[src/rtl/legv8_pkg.sv]
// Shared LEGv8 fetch-path types: fetch FSM states, machine word and the
// sequential PC increment.
package legv8_pkg;

  typedef logic [31:0] word_t;

  typedef enum logic [1:0] {
    BOOT  = 2'd0,
    FETCH = 2'd1,
    HOLD  = 2'd2,
    DRAIN = 2'd3
  } fetch_state_t;

  localparam word_t PC_STEP = 32'd4;

endpackage

[src/rtl/pc_step_adder.sv]
// Sequential next-PC adder: pc + PC_STEP, wrapping modulo 2^32.
module pc_step_adder
  import legv8_pkg::*;
(
  input  word_t pc_i,
  output word_t pc_next_o
);

  assign pc_next_o = pc_i + PC_STEP;

endmodule

[src/rtl/pc_fetch_sequencer.sv]
// PC register, instruction-fetch FSM and single-entry instruction holding
// register handing one fetched word at a time to decode.
module pc_fetch_sequencer
  import legv8_pkg::*;
#(
  parameter word_t RESET_PC = 32'h0000_0000
) (
  input  logic        clk,
  input  logic        rst_n,
  input  logic        branch_taken,
  input  logic [31:0] branch_target,
  input  logic        stall,
  output logic        imem_req,
  output logic [31:0] imem_addr,
  input  logic        imem_ack,
  input  logic [31:0] imem_rdata,
  output logic        instr_valid,
  input  logic        instr_ready,
  output logic [31:0] instr,
  output logic [31:0] instr_pc,
  output logic        misalign
);

  fetch_state_t state_q, state_d;
  word_t        pc_q, pc_d;
  word_t        req_addr_q, req_addr_d;
  word_t        instr_q, instr_d;
  word_t        instr_pc_q, instr_pc_d;
  logic         imem_req_q, imem_req_d;
  logic         instr_valid_q, instr_valid_d;
  logic         misalign_q, misalign_d;

  word_t        pc_plus4_s;
  word_t        target_s;
  logic         transfer_s;

  pc_step_adder u_pc_step_adder (
    .pc_i      (pc_q),
    .pc_next_o (pc_plus4_s)
  );

  assign target_s   = {branch_target[31:2], 2'b00};
  assign transfer_s = instr_valid_q & instr_ready & ~stall;

  // Next-state logic; req_addr only moves when a new request starts, so the
  // memory sees a stable address through DRAIN even after a redirect.
  always_comb begin
    state_d       = state_q;
    pc_d          = pc_q;
    req_addr_d    = req_addr_q;
    imem_req_d    = 1'b0;
    instr_d       = instr_q;
    instr_pc_d    = instr_pc_q;
    instr_valid_d = instr_valid_q;
    misalign_d    = branch_taken & (branch_target[1:0] != 2'b00);

    case (state_q)
      BOOT: begin
        state_d    = FETCH;
        imem_req_d = 1'b1;
        if (branch_taken) begin
          pc_d       = target_s;
          req_addr_d = target_s;
        end else begin
          req_addr_d = pc_q;
        end
      end
      FETCH: begin
        if (branch_taken) begin
          pc_d       = target_s;
          imem_req_d = 1'b1;
          if (imem_ack) begin
            req_addr_d = target_s;
            state_d    = FETCH;
          end else begin
            state_d    = DRAIN;
          end
        end else if (imem_ack) begin
          instr_d       = imem_rdata;
          instr_pc_d    = pc_q;
          instr_valid_d = 1'b1;
          state_d       = HOLD;
        end else begin
          imem_req_d = 1'b1;
        end
      end
      HOLD: begin
        if (branch_taken) begin
          pc_d          = target_s;
          req_addr_d    = target_s;
          instr_valid_d = 1'b0;
          imem_req_d    = 1'b1;
          state_d       = FETCH;
        end else if (transfer_s) begin
          pc_d          = pc_plus4_s;
          req_addr_d    = pc_plus4_s;
          instr_valid_d = 1'b0;
          imem_req_d    = 1'b1;
          state_d       = FETCH;
        end else begin
          state_d = HOLD;
        end
      end
      DRAIN: begin
        imem_req_d = 1'b1;
        if (branch_taken) begin
          pc_d = target_s;
        end else begin
          pc_d = pc_q;
        end
        if (imem_ack) begin
          req_addr_d = pc_d;
          state_d    = FETCH;
        end else begin
          state_d = DRAIN;
        end
      end
      default: begin
        state_d       = BOOT;
        instr_valid_d = 1'b0;
      end
    endcase
  end

  // State and output registers.
  always_ff @(posedge clk or negedge rst_n) begin
    if (!rst_n) begin
      state_q       <= BOOT;
      pc_q          <= RESET_PC;
      req_addr_q    <= RESET_PC;
      imem_req_q    <= 1'b0;
      instr_q       <= 32'h0000_0000;
      instr_pc_q    <= 32'h0000_0000;
      instr_valid_q <= 1'b0;
      misalign_q    <= 1'b0;
    end else begin
      state_q       <= state_d;
      pc_q          <= pc_d;
      req_addr_q    <= req_addr_d;
      imem_req_q    <= imem_req_d;
      instr_q       <= instr_d;
      instr_pc_q    <= instr_pc_d;
      instr_valid_q <= instr_valid_d;
      misalign_q    <= misalign_d;
    end
  end

  assign imem_req    = imem_req_q;
  assign imem_addr   = req_addr_q;
  assign instr_valid = instr_valid_q;
  assign instr       = instr_q;
  assign instr_pc    = instr_pc_q;
  assign misalign    = misalign_q;

endmodule

[config.mk]
export PLATFORM = sky130hd
export DESIGN_NAME = pc_fetch_sequencer
export DESIGN_NICKNAME = d
export VERILOG_FILES = /design/src/rtl/legv8_pkg.sv /design/src/rtl/pc_step_adder.sv /design/src/rtl/pc_fetch_sequencer.sv
export SDC_FILE = /design/constraint.sdc
export NUM_CORES = 1
export LEC_CHECK = 0
export ABC_AREA = 1
export CAP_MARGIN = 5
export CORE_MARGIN = 2
export CORE_UTILIZATION = 56
export CTS_CLUSTER_DIAMETER = 120
export DETAILED_ROUTE_END_ITERATION = 10
export HOLD_SLACK_MARGIN = 0.1
export PLACE_DENSITY = 0.87
export SLEW_MARGIN = 0
export SYNTH_ARGS = -nofsm -noshare
export SYNTH_HDL_FRONTEND = slang
export SYNTH_HIERARCHICAL = 1
export SYNTH_SLANG_ARGS = --single-unit
[constraint.sdc]
create_clock -name clk -period 4.75 [get_ports clk]
set_input_delay 0.475 -clock clk [delete_from_list [all_inputs] [get_ports clk]]
set_output_delay 0.475 -clock clk [all_outputs]
set_load 0.02 [all_outputs]
Word-level counts from Yosys, hierarchy flattened
Index checks and enable logic that the tools add are counted.
{"block": "classes", "add_sub_neg": 1, "n_mul": 0, "n_div": 0, "magnitude_cmp": 0, "eq_ne": 9, "shifts": 0, "muxes": 24, "bitwise_logic": 5, "reduce_logical": 8}
{"cell": "2-to-1 mux 32 bit", "count": 6}
{"cell": "case mux 32 bit (4 select lines)", "count": 1}
{"cell": "case mux 32 bit (2 select lines)", "count": 1}
{"cell": "adder 32 x 3 -> 32 bit (second input constant)", "count": 1}
{"cell": "2-to-1 mux 2 bit", "count": 5}
{"cell": "2-to-1 mux 1 bit", "count": 8}
{"cell": "!= test 2 bit (second input constant)", "count": 4}
{"cell": "case mux 2 bit (4 select lines)", "count": 1}
{"cell": "AND reduction 4 bit", "count": 2}
{"cell": "!= test 3 bit (second input constant)", "count": 2}
{"cell": "== test 2 bit (second input constant)", "count": 2}
{"cell": "nonzero test 2 bit", "count": 2}
{"cell": "AND 1 bit", "count": 3}
{"cell": "case mux 1 bit (3 select lines)", "count": 1}
{"cell": "AND reduction 3 bit", "count": 1}
{"cell": "OR reduction 3 bit", "count": 1}
{"cell": "== test 2 x 1 -> 1 bit (second input constant)", "count": 1}
{"cell": "zero test 2 bit", "count": 1}
{"cell": "NOT 1 bit", "count": 2}
{"cell": "case mux 1 bit (2 select lines)", "count": 1}
{"cell": "OR reduction 2 bit", "count": 1}
{"block": "word_totals", "ff_bits": 133, "latchBits": 0, "ram_bits": 0, "rom_bits": 0, "inputBits": 70, "elab_cells": 55, "mem_count": 0}

Depth between registers and ports, before layout
{"block": "logic_depth", "depth_word": 5, "ltp_mapped": 13, "ltp_nobuf": 13}

Hierarchy
Netlist, hierarchy kept.
{"module": "pc_fetch_sequencer", "instances": 1, "cells_each": 901, "area_each_um2": 6935.4, "seq_area_each_um2": 3328.2}
{"module": "pc_step_adder", "instances": 1, "cells_each": 177, "area_each_um2": 909.6, "seq_area_each_um2": 0.0}

Worst setup path after synthesis
Ideal clock, no wire load.
{"block": "synth_path", "kind": "reg2reg", "startpoint": "register pc_q[3]", "endpoint": "register pc_q[18]", "setup_ns": 0.083, "arrival_ns": 1.528, "required_time_ns": 4.667, "setup_slack_ns": 3.140, "path_stages_with_launch": 12, "n_path_buf": 0, "synth_period_minus_slack_ns": 1.610, "cell_sequence": "dfrtp_1 -> ha_1 -> nand2_1 -> nor2_2 -> nand2_4 -> nor2_4 -> xor2_1 -> nand3_1 -> and2_1 -> nand2_1 -> nand2_1 -> o21ai_0"}
{"block": "synth_via", "elab_chain_len": 4}
{"element": "from (decl)", "line": "pc_fetch_sequencer.sv:25", "text": "word_t pc_q, pc_d;"}
{"element": "from (signal assigned)", "line": "pc_fetch_sequencer.sv:138", "text": "pc_q <= pc_d;"}
{"element": "adder 32 x 3 -> 32 bit", "line": "pc_step_adder.sv:9", "text": "assign pc_next_o = pc_i + PC_STEP;"}
{"element": "via pc_plus4_s[18]", "line": "pc_fetch_sequencer.sv:33", "text": "word_t pc_plus4_s;"}
{"element": "2-to-1 mux 32 bit", "line": "pc_fetch_sequencer.sv:94", "text": "end else if (transfer_s) begin"}
{"element": "2-to-1 mux 32 bit", "line": "pc_fetch_sequencer.sv:88", "text": "if (branch_taken) begin"}
{"element": "case mux 32 bit (2 select lines)", "line": "pc_fetch_sequencer.sv:57", "text": "case (state_q)"}
The timed path passes the listed nets, and every way through them passes these cells. The select of a mux whose other input is x is not followed.
A chain may end at the register's enable or synchronous reset.

Worst setup path after layout
{"block": "layout_path", "startpoint": "register state_q[0]", "endpoint": "register req_addr_q[28], in the netlist imem_addr[28]"}
{"block": "layout_via", "elab_chain_len": 3, "word_cells_on_any_way": 10, "classes_between": "eq/ne (7); mux (1); reduce/logical (2)"}
{"element": "from (decl)", "line": "pc_fetch_sequencer.sv:24", "text": "fetch_state_t state_q, state_d;"}
{"element": "from (signal assigned)", "line": "pc_fetch_sequencer.sv:137", "text": "state_q <= state_d;"}
{"element": "== test 2 bit or == test 2 x 1 -> 1 bit (tied branches)", "line": "pc_fetch_sequencer.sv:57"}
{"element": "!= test 3 bit (no line) or != test 2 bit (tied branches)"}
{"element": "AND reduction 4 bit (no line)"}
{"element": "to (signal assigned)", "line": "pc_fetch_sequencer.sv:139", "text": "req_addr_q <= req_addr_d;"}
{"element": "to (decl)", "line": "pc_fetch_sequencer.sv:26", "text": "word_t req_addr_q, req_addr_d;"}
Parallel ways exist; a longest one is shown, timed or not.

==> metrics.cfg <==
[yosys]
syn_avg_cell_area_um2 = 7.28
yosys.area.top_type = dfrtp_1
synthCells = 1078
yosysSeqAreaShare_pct = 42.4
synthDistinctLibCells = 33
synth_nets = 1153
synth.top_cell.area_share_pct = 42.4
ys_ff_latch = 133
synth_area_um2 = 7850
synth_warnings = 6
synthTopCellsByArea = dfrtp_1 42%, nand2_1 19%, nand3_1 8.6%, o21ai_0 3.9%, o211ai_1 2.9%

[timing]
finClkSkew_ps = 9.14
slew_viol_final = 0
worst_slew_pin_slew_ps = 1070
max_freq_mhz = 346
final_hold_viol_count = 0
fin_ws_ps = 1860
relSlewSlack_pct = 28.7
fin_crit_sh_pct = 60.9
period_minus_slack_ps = 2890
setup_viol = 0
rsz0062_at_grt = no
setup_tns_ps = 0

[min_path]
hold_class = input port to asynchronous set/reset pin

[global_route]
antenna_found_initial = 0
track_usage_pct = 29.1
grt_overflow = 0
grt_pass1_vias = 7087
grt_pass1_wl_mm = 34.6
grt_max_degree = 98

[floorplan]
fp.dieArea_um2 = 15000
initial_core_util_pct = 57.0
die_y_um = 122
rows = 43
die_x_um = 122
ios = 169
core_region_area_um2 = 13800

[placed_design]
dp_slack_ps = 1910
place_congestion = 0.917
dp_hpwl_mm = 13.9
io_buffers = 168

[routing]
via_per_inst = 5.56
dr.pass1.iters = 5
drt-total-wl_mm = 21.0
ant_nets = 0
drc = 0
wl_per_cell_um = 15.0
drt-initial-drc-count = 603
vias = 7768

[power]
max-vdd-ir-drop_mv = 0.598
leakagePower_nw = 4.71
finalPower_mw = 6.87
p_per_area_nw_per_um2 = 691

[cts]
postCtsSetupRepairBufs = 0
cts_resized = 0
hold_buffers = 0
path_clk_slew_ps = 60
cts_buffers = 17
clk_path_buf_depth = 2
clock_latency_ps = 430
htreeDepth = 4
cts_sinks = 133
cts-root-buf = clkbuf_16
cts_tree = done

[setup_path]
start_kind = register
worst-path-max-fanout = 65
crit_type = register to register
ff2ff_setup_slack_ps = 1860
crit_required_ps = 5120
cp.arrival_ps = 3260
end_kind = register

[status]
outcome = finished clean

[layout]
layout-drive-gt1-share_pct = 5.67
multi_input_area_um2 = 3920
mostFrequentLayoutCells = 400 x nand2_1, 166 x clkdlybuf4s50_1, 135 x nand3_1
regArea_um2 = 3330
syn_to_final_growth_pct = 26.8
num-fill-cells = 1079
fin_nets = 1280
diodes = 0
mostFrequentLayoutCell = nand2_1

[run]
drv_cap = 0

==> report_power, final <==
part           internal (mW)  switching (mW)
clock                  0.689           0.506
combinational           1.44            2.17
sequential              1.67           0.397
==> kinds of logic (layout without fill, tap and decap cells) <==
kind of cell             Yosys count  count (layout)  synth area share (%)
XOR/XNOR                          15              15                  1.77
adder cells (fa/ha/maj)            5               5                 0.797
buffers and inverters            122             262                  7.74
AO/OA/AOI/OAI                    163             163                  11.5
AND/OR/NAND/NOR                  640             640                  35.8
flip-flops                       133             133                  42.4
==> through the flow <==
stage | instances | util, % | cell area (um2) | hold WS (ps)
after floorplan | 1078 | - | 7850 | 179
after global placement | 1366 | 68.3 | 9410 | 461
after detailed placement | 1366 | 68.3 | 9410 | 465
after CTS | 1398 | 72.2 | 9950 | 186
after global routing | 1398 | 72.2 | 9950 | 228
final | 1398 | 72.2 | 9950 | 155
==> metal layers <==
layer  track usage, %  part of all wire, %  vias up
met2             46.7                   49      336
met1             38.7                   42     3622
li1                 -                    -     3760
met4             11.4                  2.5        0
met5                0                    0        -
met3             6.13                  6.5       50
==> flip-flops by register name, indices dropped and copies added, names as in the netlist <==
name	count
instr_pc	32
pc_q	32
instr	32
state_q	2
imem_req	1
imem_addr	32
misalign	1
instr_valid	1
==> worst max-delay path, stage by stage (launching register included) <==
cell	delay [ps]
dfrtp_1	400
inv_1	110
ha_2	170
buf_4	520
inv_2	470
nor2_4	250
o21ai_4	230
nand2b_4	410
nand2_1	130
nand2_1	90
==> cells in the mapped netlist <==
cell type	number
clkbuf_2	2
xor2_2	1
buf_4	10
buf_1	1
xor2_1	9
nor2_8	2
ha_1	5
and2_1	23
nand2_4	3
nand2b_4	1
nand3_2	1
nand2_1	400
o2111ai_1	1
xnor2_1	5
buf_6	10
nand3b_1	7
o21ai_1	25
o211ai_1	30
o21a_1	2
nor2_4	8
nand2_2	2
inv_2	5
nor2_2	5
nor3_1	1
nor2_1	52
inv_1	51
dfrtp_1	133
buf_2	27
o21ai_2	1
o21ai_0	61
nand3_1	135
a21oi_1	43
clkbuf_1	16
==> final cells by class <==
class,count,area share (%)
multi-input combinational,823,39.4
sequential,133,33.5
timing repair buffer,174,17.3
clock buffer,20,4.59
tap,180,2.26
inverter,56,2.11
clock inverter,12,0.830
==> final timing paths <==
check	cells after the start	to	from
max reg2reg	9	imem_addr[28]$_DFFE_PN0P_	state_q[0]$_DFFE_PN0P_
min reg2reg	2	imem_addr[25]$_DFFE_PN0P_	imem_addr[25]$_DFFE_PN0P_
max in group asynchronous	2	instr[0]$_DFFE_PN0P_	rst_n
min	1	imem_req$_DFF_PN0_	rst_n
max	9	imem_addr[28]$_DFFE_PN0P_	state_q[0]$_DFFE_PN0P_
min in group clk	2	imem_addr[25]$_DFFE_PN0P_	imem_addr[25]$_DFFE_PN0P_
Note: power is estimated with default switching activity, not from simulation.
